`config.mk`:
```
export PLATFORM = sky130hd
export DESIGN_NAME = control_multiciclo_flat
export DESIGN_NICKNAME = d
export VERILOG_FILES = /design/src/rtl/control_pkg.sv /design/src/rtl/control_multiciclo_if.sv /design/src/rtl/alu_decodificador.sv /design/src/rtl/control_multiciclo.sv /design/src/flat_wrapper.sv
export SDC_FILE = /design/constraint.sdc
export NUM_CORES = 1
export LEC_CHECK = 0
export ABC_AREA = 1
export CAP_MARGIN = 30
export CORE_UTILIZATION = 25
export DETAILED_ROUTE_END_ITERATION = 7
export HOLD_SLACK_MARGIN = 0.12
export SYNTH_ARGS = -nofsm -noshare
export SYNTH_HDL_FRONTEND = slang
export SYNTH_SLANG_ARGS = --single-unit
```
`constraint.sdc`:
```
create_clock -name clk -period 3.8 [get_ports clk]
set_input_delay 0.38 -clock clk [delete_from_list [all_inputs] [get_ports clk]]
set_output_delay 0.38 -clock clk [all_outputs]
set_load 0.05 [all_outputs]
```
`src/rtl/control_pkg.sv`:
```
// Shared definitions for the multi-cycle R-type sequencer: state encoding,
// instruction field codes and ALU operation codes.
package control_pkg;

    typedef enum logic [2:0] {
        INICIO     = 3'd0,
        BUSQUEDA   = 3'd1,
        DECODIFICA = 3'd2,
        EJECUTA    = 3'd3,
        ESCRIBE    = 3'd4,
        ERROR      = 3'd5
    } estado_t;

    localparam logic [5:0] OPCODE_R  = 6'b000000;

    localparam logic [5:0] FUNCT_ADD = 6'b100000;
    localparam logic [5:0] FUNCT_SUB = 6'b100010;
    localparam logic [5:0] FUNCT_AND = 6'b100100;
    localparam logic [5:0] FUNCT_OR  = 6'b100101;
    localparam logic [5:0] FUNCT_SLT = 6'b101010;

    localparam logic [2:0] ALU_ADD = 3'b010;
    localparam logic [2:0] ALU_SUB = 3'b110;
    localparam logic [2:0] ALU_AND = 3'b000;
    localparam logic [2:0] ALU_OR  = 3'b001;
    localparam logic [2:0] ALU_SLT = 3'b111;

    localparam int WAIT_MAX_DEF = 15;
    localparam int CNT_W_DEF    = 16;

    // The block is busy whenever it is working on an instruction.
    function automatic logic es_ocupado(input estado_t e);
        return (e != INICIO) && (e != ERROR);
    endfunction

endpackage

```
`src/rtl/control_multiciclo_if.sv`:
```
// Control/handshake bundle between the sequencer and the datapath/imem.
interface control_multiciclo_if #(
    parameter int CNT_W = 16
);
    logic             habilitar;
    logic [5:0]       OPcode;
    logic [5:0]       funct;
    logic             imem_ack;
    logic             imem_req;
    logic             IRWrite;
    logic             PCWrite;
    logic             RegWrite;
    logic [2:0]       ALUcontrol;
    logic             MemToWrite;
    logic             MemToReg;
    logic             ocupado;
    logic             instr_invalida;
    logic             error_timeout;
    logic [CNT_W-1:0] instr_count;
    logic [2:0]       estado;

    // Sequencer side
    modport master (
        input  habilitar, OPcode, funct, imem_ack,
        output imem_req, IRWrite, PCWrite, RegWrite, ALUcontrol, MemToWrite,
               MemToReg, ocupado, instr_invalida, error_timeout, instr_count,
               estado
    );

    // Datapath / instruction-memory side
    modport slave (
        output habilitar, OPcode, funct, imem_ack,
        input  imem_req, IRWrite, PCWrite, RegWrite, ALUcontrol, MemToWrite,
               MemToReg, ocupado, instr_invalida, error_timeout, instr_count,
               estado
    );
endinterface

```
`src/rtl/alu_decodificador.sv`:
```
// Combinational funct -> ALU operation decoder; valido flags supported codes.
module alu_decodificador
    import control_pkg::*;
(
    input  logic [5:0] funct,
    output logic [2:0] ALUcontrol,
    output logic       valido
);

    // Map each supported funct field onto its ALU operation.
    always_comb begin
        ALUcontrol = ALU_AND;
        valido     = 1'b0;
        case (funct)
            FUNCT_ADD: begin ALUcontrol = ALU_ADD; valido = 1'b1; end
            FUNCT_SUB: begin ALUcontrol = ALU_SUB; valido = 1'b1; end
            FUNCT_AND: begin ALUcontrol = ALU_AND; valido = 1'b1; end
            FUNCT_OR:  begin ALUcontrol = ALU_OR;  valido = 1'b1; end
            FUNCT_SLT: begin ALUcontrol = ALU_SLT; valido = 1'b1; end
            default:   ;
        endcase
    end

endmodule

```
`src/rtl/control_multiciclo.sv`:
```
// Multi-cycle sequencer for R-type instructions: fetch, decode, execute,
// write-back. Unsupported instructions are skipped and flagged; a fetch that
// never gets acknowledged parks the block in ERROR until reset.
module control_multiciclo #(
    parameter logic [5:0] OPCODE_R = control_pkg::OPCODE_R,
    parameter int          WAIT_MAX = control_pkg::WAIT_MAX_DEF,
    parameter int          CNT_W    = control_pkg::CNT_W_DEF
) (
    input  logic                 clk,
    input  logic                 rst_n,
    control_multiciclo_if.master bus
);
    import control_pkg::*;

    localparam int TW = $clog2(WAIT_MAX + 1);

    estado_t          estado_reg, estado_next;
    logic [5:0]       opcode_reg, funct_reg;
    logic [TW-1:0]    espera_reg;
    logic [CNT_W-1:0] count_reg;
    logic             invalida_reg;
    logic             imem_req_reg, reg_write_reg, mem_to_reg_reg;
    logic             ocupado_reg, error_reg;
    logic [2:0]       alu_reg;

    logic [5:0]       opcode_dec, funct_dec;
    logic [2:0]       alu_op;
    logic             funct_valido, instr_soportada, fetch_ok;

    // While decoding, look at the live IR fields; afterwards the latched copy
    // is used so later IR changes cannot disturb the instruction in flight.
    assign opcode_dec = (estado_reg == DECODIFICA) ? bus.OPcode : opcode_reg;
    assign funct_dec  = (estado_reg == DECODIFICA) ? bus.funct  : funct_reg;

    alu_decodificador u_alu_dec (
        .funct      (funct_dec),
        .ALUcontrol (alu_op),
        .valido     (funct_valido)
    );

    assign instr_soportada = (opcode_dec == OPCODE_R) && funct_valido;
    assign fetch_ok        = (estado_reg == BUSQUEDA) && bus.imem_ack;

    // Next-state selection; the ack in the final wait cycle beats the timeout.
    always_comb begin
        estado_next = INICIO;
        case (estado_reg)
            INICIO:     estado_next = bus.habilitar ? BUSQUEDA : INICIO;
            BUSQUEDA: begin
                if (bus.imem_ack)
                    estado_next = DECODIFICA;
                else if (espera_reg == TW'(WAIT_MAX - 1))
                    estado_next = ERROR;
                else
                    estado_next = BUSQUEDA;
            end
            DECODIFICA: begin
                if (instr_soportada)
                    estado_next = EJECUTA;
                else
                    estado_next = bus.habilitar ? BUSQUEDA : INICIO;
            end
            EJECUTA:    estado_next = ESCRIBE;
            ESCRIBE:    estado_next = bus.habilitar ? BUSQUEDA : INICIO;
            ERROR:      estado_next = ERROR;
            default:    estado_next = INICIO;
        endcase
    end

    // State, bookkeeping and registered Moore outputs for the state being entered.
    always_ff @(posedge clk) begin
        if (!rst_n) begin
            estado_reg     <= INICIO;
            opcode_reg     <= '0;
            funct_reg      <= '0;
            espera_reg     <= '0;
            count_reg      <= '0;
            invalida_reg   <= 1'b0;
            imem_req_reg   <= 1'b0;
            reg_write_reg  <= 1'b0;
            mem_to_reg_reg <= 1'b0;
            ocupado_reg    <= 1'b0;
            error_reg      <= 1'b0;
            alu_reg        <= '0;
        end else begin
            estado_reg <= estado_next;

            // Wait counter only runs while a fetch is outstanding.
            if ((estado_reg == BUSQUEDA) && !bus.imem_ack)
                espera_reg <= espera_reg + TW'(1);
            else
                espera_reg <= '0;

            if (estado_reg == DECODIFICA) begin
                opcode_reg <= bus.OPcode;
                funct_reg  <= bus.funct;
                if (!instr_soportada)
                    invalida_reg <= 1'b1;
            end

            if (estado_reg == ESCRIBE)
                count_reg <= count_reg + CNT_W'(1);

            imem_req_reg   <= (estado_next == BUSQUEDA);
            reg_write_reg  <= (estado_next == ESCRIBE);
            mem_to_reg_reg <= (estado_next == ESCRIBE);
            ocupado_reg    <= es_ocupado(estado_next);
            error_reg      <= (estado_next == ERROR);

            if (estado_next == EJECUTA)
                alu_reg <= alu_op;
            else if (estado_next != ESCRIBE)
                alu_reg <= '0;
        end
    end

    assign bus.imem_req       = imem_req_reg;
    assign bus.IRWrite        = fetch_ok;
    assign bus.PCWrite        = fetch_ok;
    assign bus.RegWrite       = reg_write_reg;
    assign bus.ALUcontrol     = alu_reg;
    // Only R-type arithmetic is executed, so data memory is never written.
    assign bus.MemToWrite     = 1'b0;
    assign bus.MemToReg       = mem_to_reg_reg;
    assign bus.ocupado        = ocupado_reg;
    assign bus.instr_invalida = invalida_reg;
    assign bus.error_timeout  = error_reg;
    assign bus.instr_count    = count_reg;
    assign bus.estado         = estado_reg;

endmodule

```
`src/flat_wrapper.sv`:
```
// flat-port wrapper written by rule: the top's interface ports become plain ports
module control_multiciclo_flat import control_pkg::*;
#(
    parameter logic [5:0] OPCODE_R = control_pkg::OPCODE_R,
    parameter int          WAIT_MAX = control_pkg::WAIT_MAX_DEF,
    parameter int          CNT_W    = control_pkg::CNT_W_DEF
)
  (clk, rst_n, bus_habilitar, bus_OPcode, bus_funct, bus_imem_ack, bus_imem_req, bus_IRWrite, bus_PCWrite, bus_RegWrite, bus_ALUcontrol, bus_MemToWrite, bus_MemToReg, bus_ocupado, bus_instr_invalida, bus_error_timeout, bus_instr_count, bus_estado);
  control_multiciclo_if #(.CNT_W(CNT_W)) bus_i ();
  input  logic clk;
  input  logic rst_n;
  input wire logic [$bits(bus_i.habilitar)-1:0] bus_habilitar;
  input wire logic [$bits(bus_i.OPcode)-1:0] bus_OPcode;
  input wire logic [$bits(bus_i.funct)-1:0] bus_funct;
  input wire logic [$bits(bus_i.imem_ack)-1:0] bus_imem_ack;
  output wire logic [$bits(bus_i.imem_req)-1:0] bus_imem_req;
  output wire logic [$bits(bus_i.IRWrite)-1:0] bus_IRWrite;
  output wire logic [$bits(bus_i.PCWrite)-1:0] bus_PCWrite;
  output wire logic [$bits(bus_i.RegWrite)-1:0] bus_RegWrite;
  output wire logic [$bits(bus_i.ALUcontrol)-1:0] bus_ALUcontrol;
  output wire logic [$bits(bus_i.MemToWrite)-1:0] bus_MemToWrite;
  output wire logic [$bits(bus_i.MemToReg)-1:0] bus_MemToReg;
  output wire logic [$bits(bus_i.ocupado)-1:0] bus_ocupado;
  output wire logic [$bits(bus_i.instr_invalida)-1:0] bus_instr_invalida;
  output wire logic [$bits(bus_i.error_timeout)-1:0] bus_error_timeout;
  output wire logic [$bits(bus_i.instr_count)-1:0] bus_instr_count;
  output wire logic [$bits(bus_i.estado)-1:0] bus_estado;
  assign bus_i.habilitar = bus_habilitar;
  assign bus_i.OPcode = bus_OPcode;
  assign bus_i.funct = bus_funct;
  assign bus_i.imem_ack = bus_imem_ack;
  assign bus_imem_req = bus_i.imem_req;
  assign bus_IRWrite = bus_i.IRWrite;
  assign bus_PCWrite = bus_i.PCWrite;
  assign bus_RegWrite = bus_i.RegWrite;
  assign bus_ALUcontrol = bus_i.ALUcontrol;
  assign bus_MemToWrite = bus_i.MemToWrite;
  assign bus_MemToReg = bus_i.MemToReg;
  assign bus_ocupado = bus_i.ocupado;
  assign bus_instr_invalida = bus_i.instr_invalida;
  assign bus_error_timeout = bus_i.error_timeout;
  assign bus_instr_count = bus_i.instr_count;
  assign bus_estado = bus_i.estado;
  control_multiciclo #(.OPCODE_R(OPCODE_R), .WAIT_MAX(WAIT_MAX), .CNT_W(CNT_W)) u_core (.clk(clk), .rst_n(rst_n), .bus(bus_i));
endmodule
```
==> run metrics <==
Clock Tree Buf Depth 2; min-delay src u_core.bus.instr_count[15]; critical path peak fanout 8; Final Skew 0.00690 ns; hold depth 2; Reg-to-Reg End u_core.bus.ALUcontrol[1]; Rel. slew slack 52.1%; max FFs per register 16; max_cap viols 0; DRC viols 0; register area share after synthesis 43.7%; distinct cell type count after synthesis 29; number of enable flip-flop cells after synthesis 0; # setup viols final 0; placed insts 408; Max IR drop VDD 0.178 mV; initial antenna violation count 0; Resized Gates After CTS 0; crit start category flop; Fin. Hold Viols 0; share of cells above drive strength 1 7.89%; GRT met1 Usage 13.6%; met2 GRT Util 18.7%; wire length per cell 10.5 um; R2R depth 9; First-pass DRT Iterations 4; Synth top area share 43.7%; Slew Limit Fails 0; first-pass GRT wire length 7.48 mm; Row Count 31; Min Hold Slack 0.471 ns; remaining global-route overflow 0; FMAX 0.425 GHz; Layout Nets 335; total I/O pin count 47; final WL 4.35 mm; CP required 3.42 ns; Die H 90.8 um; Setup TNS Final 0 ns; Cell Area, Synth 0.00197 mm2; clk slew on worst S/H paths 0.08 ns; top post-synthesis cells by count 55 x nand2_1, 43 x dfxtp_1, 39 x nor2_1, 34 x inv_1, 21 x nand3_1; Critical-path top delay cell clkdlybuf4s50_1; vias in the first global route 1,663; Crit Path Class reg2out; met3 global-route usage 3.54%; Synth area leader dfxtp_1; GP Congestion 0.768; DP Wirelength 3.17 mm; Critical Path Most Common Cell nor2_1; largest net degree at the start of global routing 22; syn nets 292; Post-CTS Setup Inserts 0; Worst path max stage delay 0.83 ns; Antenna Cells 0; Layout area overhead 32.3%; syn_area_per_cell 7.21 um2; DP Area 0.00249 mm2; fillcell total 785; r2r startpoint u_core.bus.estado[1]; main flop type after synthesis dfxtp_1; vias per inst 4.23; Worst Hold Class reg2reg; hold_buf cts 0; YS warnings 0; WP data arrival 1.97 ns; final instance area 0.00261 mm2; Die Wd 90.8 um; # clock sinks 43; cells along the critical path nor2_1 > nand2_1 > nor2_1 > clkdlybuf4s50_1; Power Density 361 mW/mm2; H-tree levels 2; Final ANT Viol Nets 0; Core Box Area 0.00745 mm2; clock tree from TritonCTS done; worst-skew pair later-pin latency 0.29 ns; Multi-input gate area 907 um2; Crit. End Element primary output; most used routing layer met2; RSZ-0062 raised after global routing no; FF/Latch Area 861 um2; CTS buffer count 5; gr usage total 11.2%; PortBufs 45; worst hold endpoint u_core.bus.instr_count[15]; r2r setup slk 1.76 ns; die area 0.00824 mm2; top-count cell post-synth nand2_1; fin crit period 2.35 ns; non-filler cells in the finished layout 416; status completed; ranking of synthesized cells by area dfxtp_1 44%, nand2_1 10%, nor2_1 7.4%; Root Buffer clkbuf_8; Post-synth ARST share 0%; Initial Util 26.4%; crit share post-route 61.9%; Least-Margin Pin Slew 0.718 ns; Mapped Cells 273; Synth Register Bits 43; via count 1,760; initial DRC count 108; P_leak 1.04 nW
==> area by class of cell <==
| cell class | count | share of cell area, % |
|---|---|---|
| Clock buffer | 6 | 3.17 |
| Clock inverter | 2 | 1.34 |
| Inverter | 38 | 5.57 |
| Multi-Input combinational cell | 183 | 34.8 |
| Sequential cell | 43 | 33.0 |
| Tap cell | 99 | 4.76 |
| Timing Repair Buffer | 45 | 17.3 |
==> kinds of logic (layout without fill, tap and decap cells) <==
group / count (synthesis) / count (layout) / synth area share (%)
buf+inv: 47 / 91 / 10.2
fa+ha+maj: 3 / 3 / 1.91
simple gates: 140 / 140 / 32.9
flops: 43 / 43 / 43.7
other cells: 1 / 1 / 0.190
xor+xnor: 4 / 4 / 1.78
compound gates: 35 / 35 / 9.28
==> worst max path at each step <==
stage / end / from
after floorplan: bus_PCWrite / u_core.bus.estado[1]
after global placement: bus_IRWrite / bus_imem_ack
after detailed placement: bus_IRWrite / bus_imem_ack
after CTS: bus_IRWrite / u_core.bus.estado[1]
after global routing: bus_IRWrite / u_core.bus.estado[1]
final: bus_IRWrite / u_core.bus.estado[1]
==> routing by layer <==
metal / wire length [um] / vias up
met5: 0 / -
met4: 38 / 0
met3: 308 / 4
met2: 2010 / 40
met1: 2000 / 773
li1: - / 943
==> critical path, delay by kind of cell (launching register included) <==
family,cells,cell delay (ns)
buffers and inverters,1,0.83
and+or+nand+nor,3,0.44
DFF,1,0.41
==> where the power goes <==
part	switching [mW]	total (mW)	internal (mW)
Clock	0.156	0.369	0.213
Combinational	0.0676	0.107	0.0390
Sequential	0.00571	0.464	0.459
Total	0.230	0.940	0.710
==> placed cells by master, fill, tap and decap left out, drive strengths merged <==
master,Yosys,routed
xnor2,2,2
and3,1,1
a21oi,18,18
nand2,58,58
bufinv,0,1
clkdlybuf4s50,0,45
xor2,2,2
or2,2,2
clkbuf,4,6
nand3,23,23
clkinv,0,1
nor3,5,5
nor3b,2,2
conb,1,1
nor2,43,43
o21ai,17,17
inv,38,38
nand4,6,6
ha,3,3
dfxtp,43,43
==> stage by stage <==
| stage | setup slack, ns | power [mW] | util, % |
|---|---|---|---|
| 3_5_place_dp | 1.49 | 0.582 | 33.4 |
| 3_3_place_gp | 1.52 | 0.582 | 33.4 |
| 4_1_cts | 1.41 | 0.953 | 35.0 |
| 6_report | 1.45 | 0.940 | 35.0 |
| 2_1_floorplan | 1.46 | 0.547 | - |
| 5_1_grt | 1.30 | 0.984 | 35.0 |
Note: power is estimated with default switching activity, not from simulation.
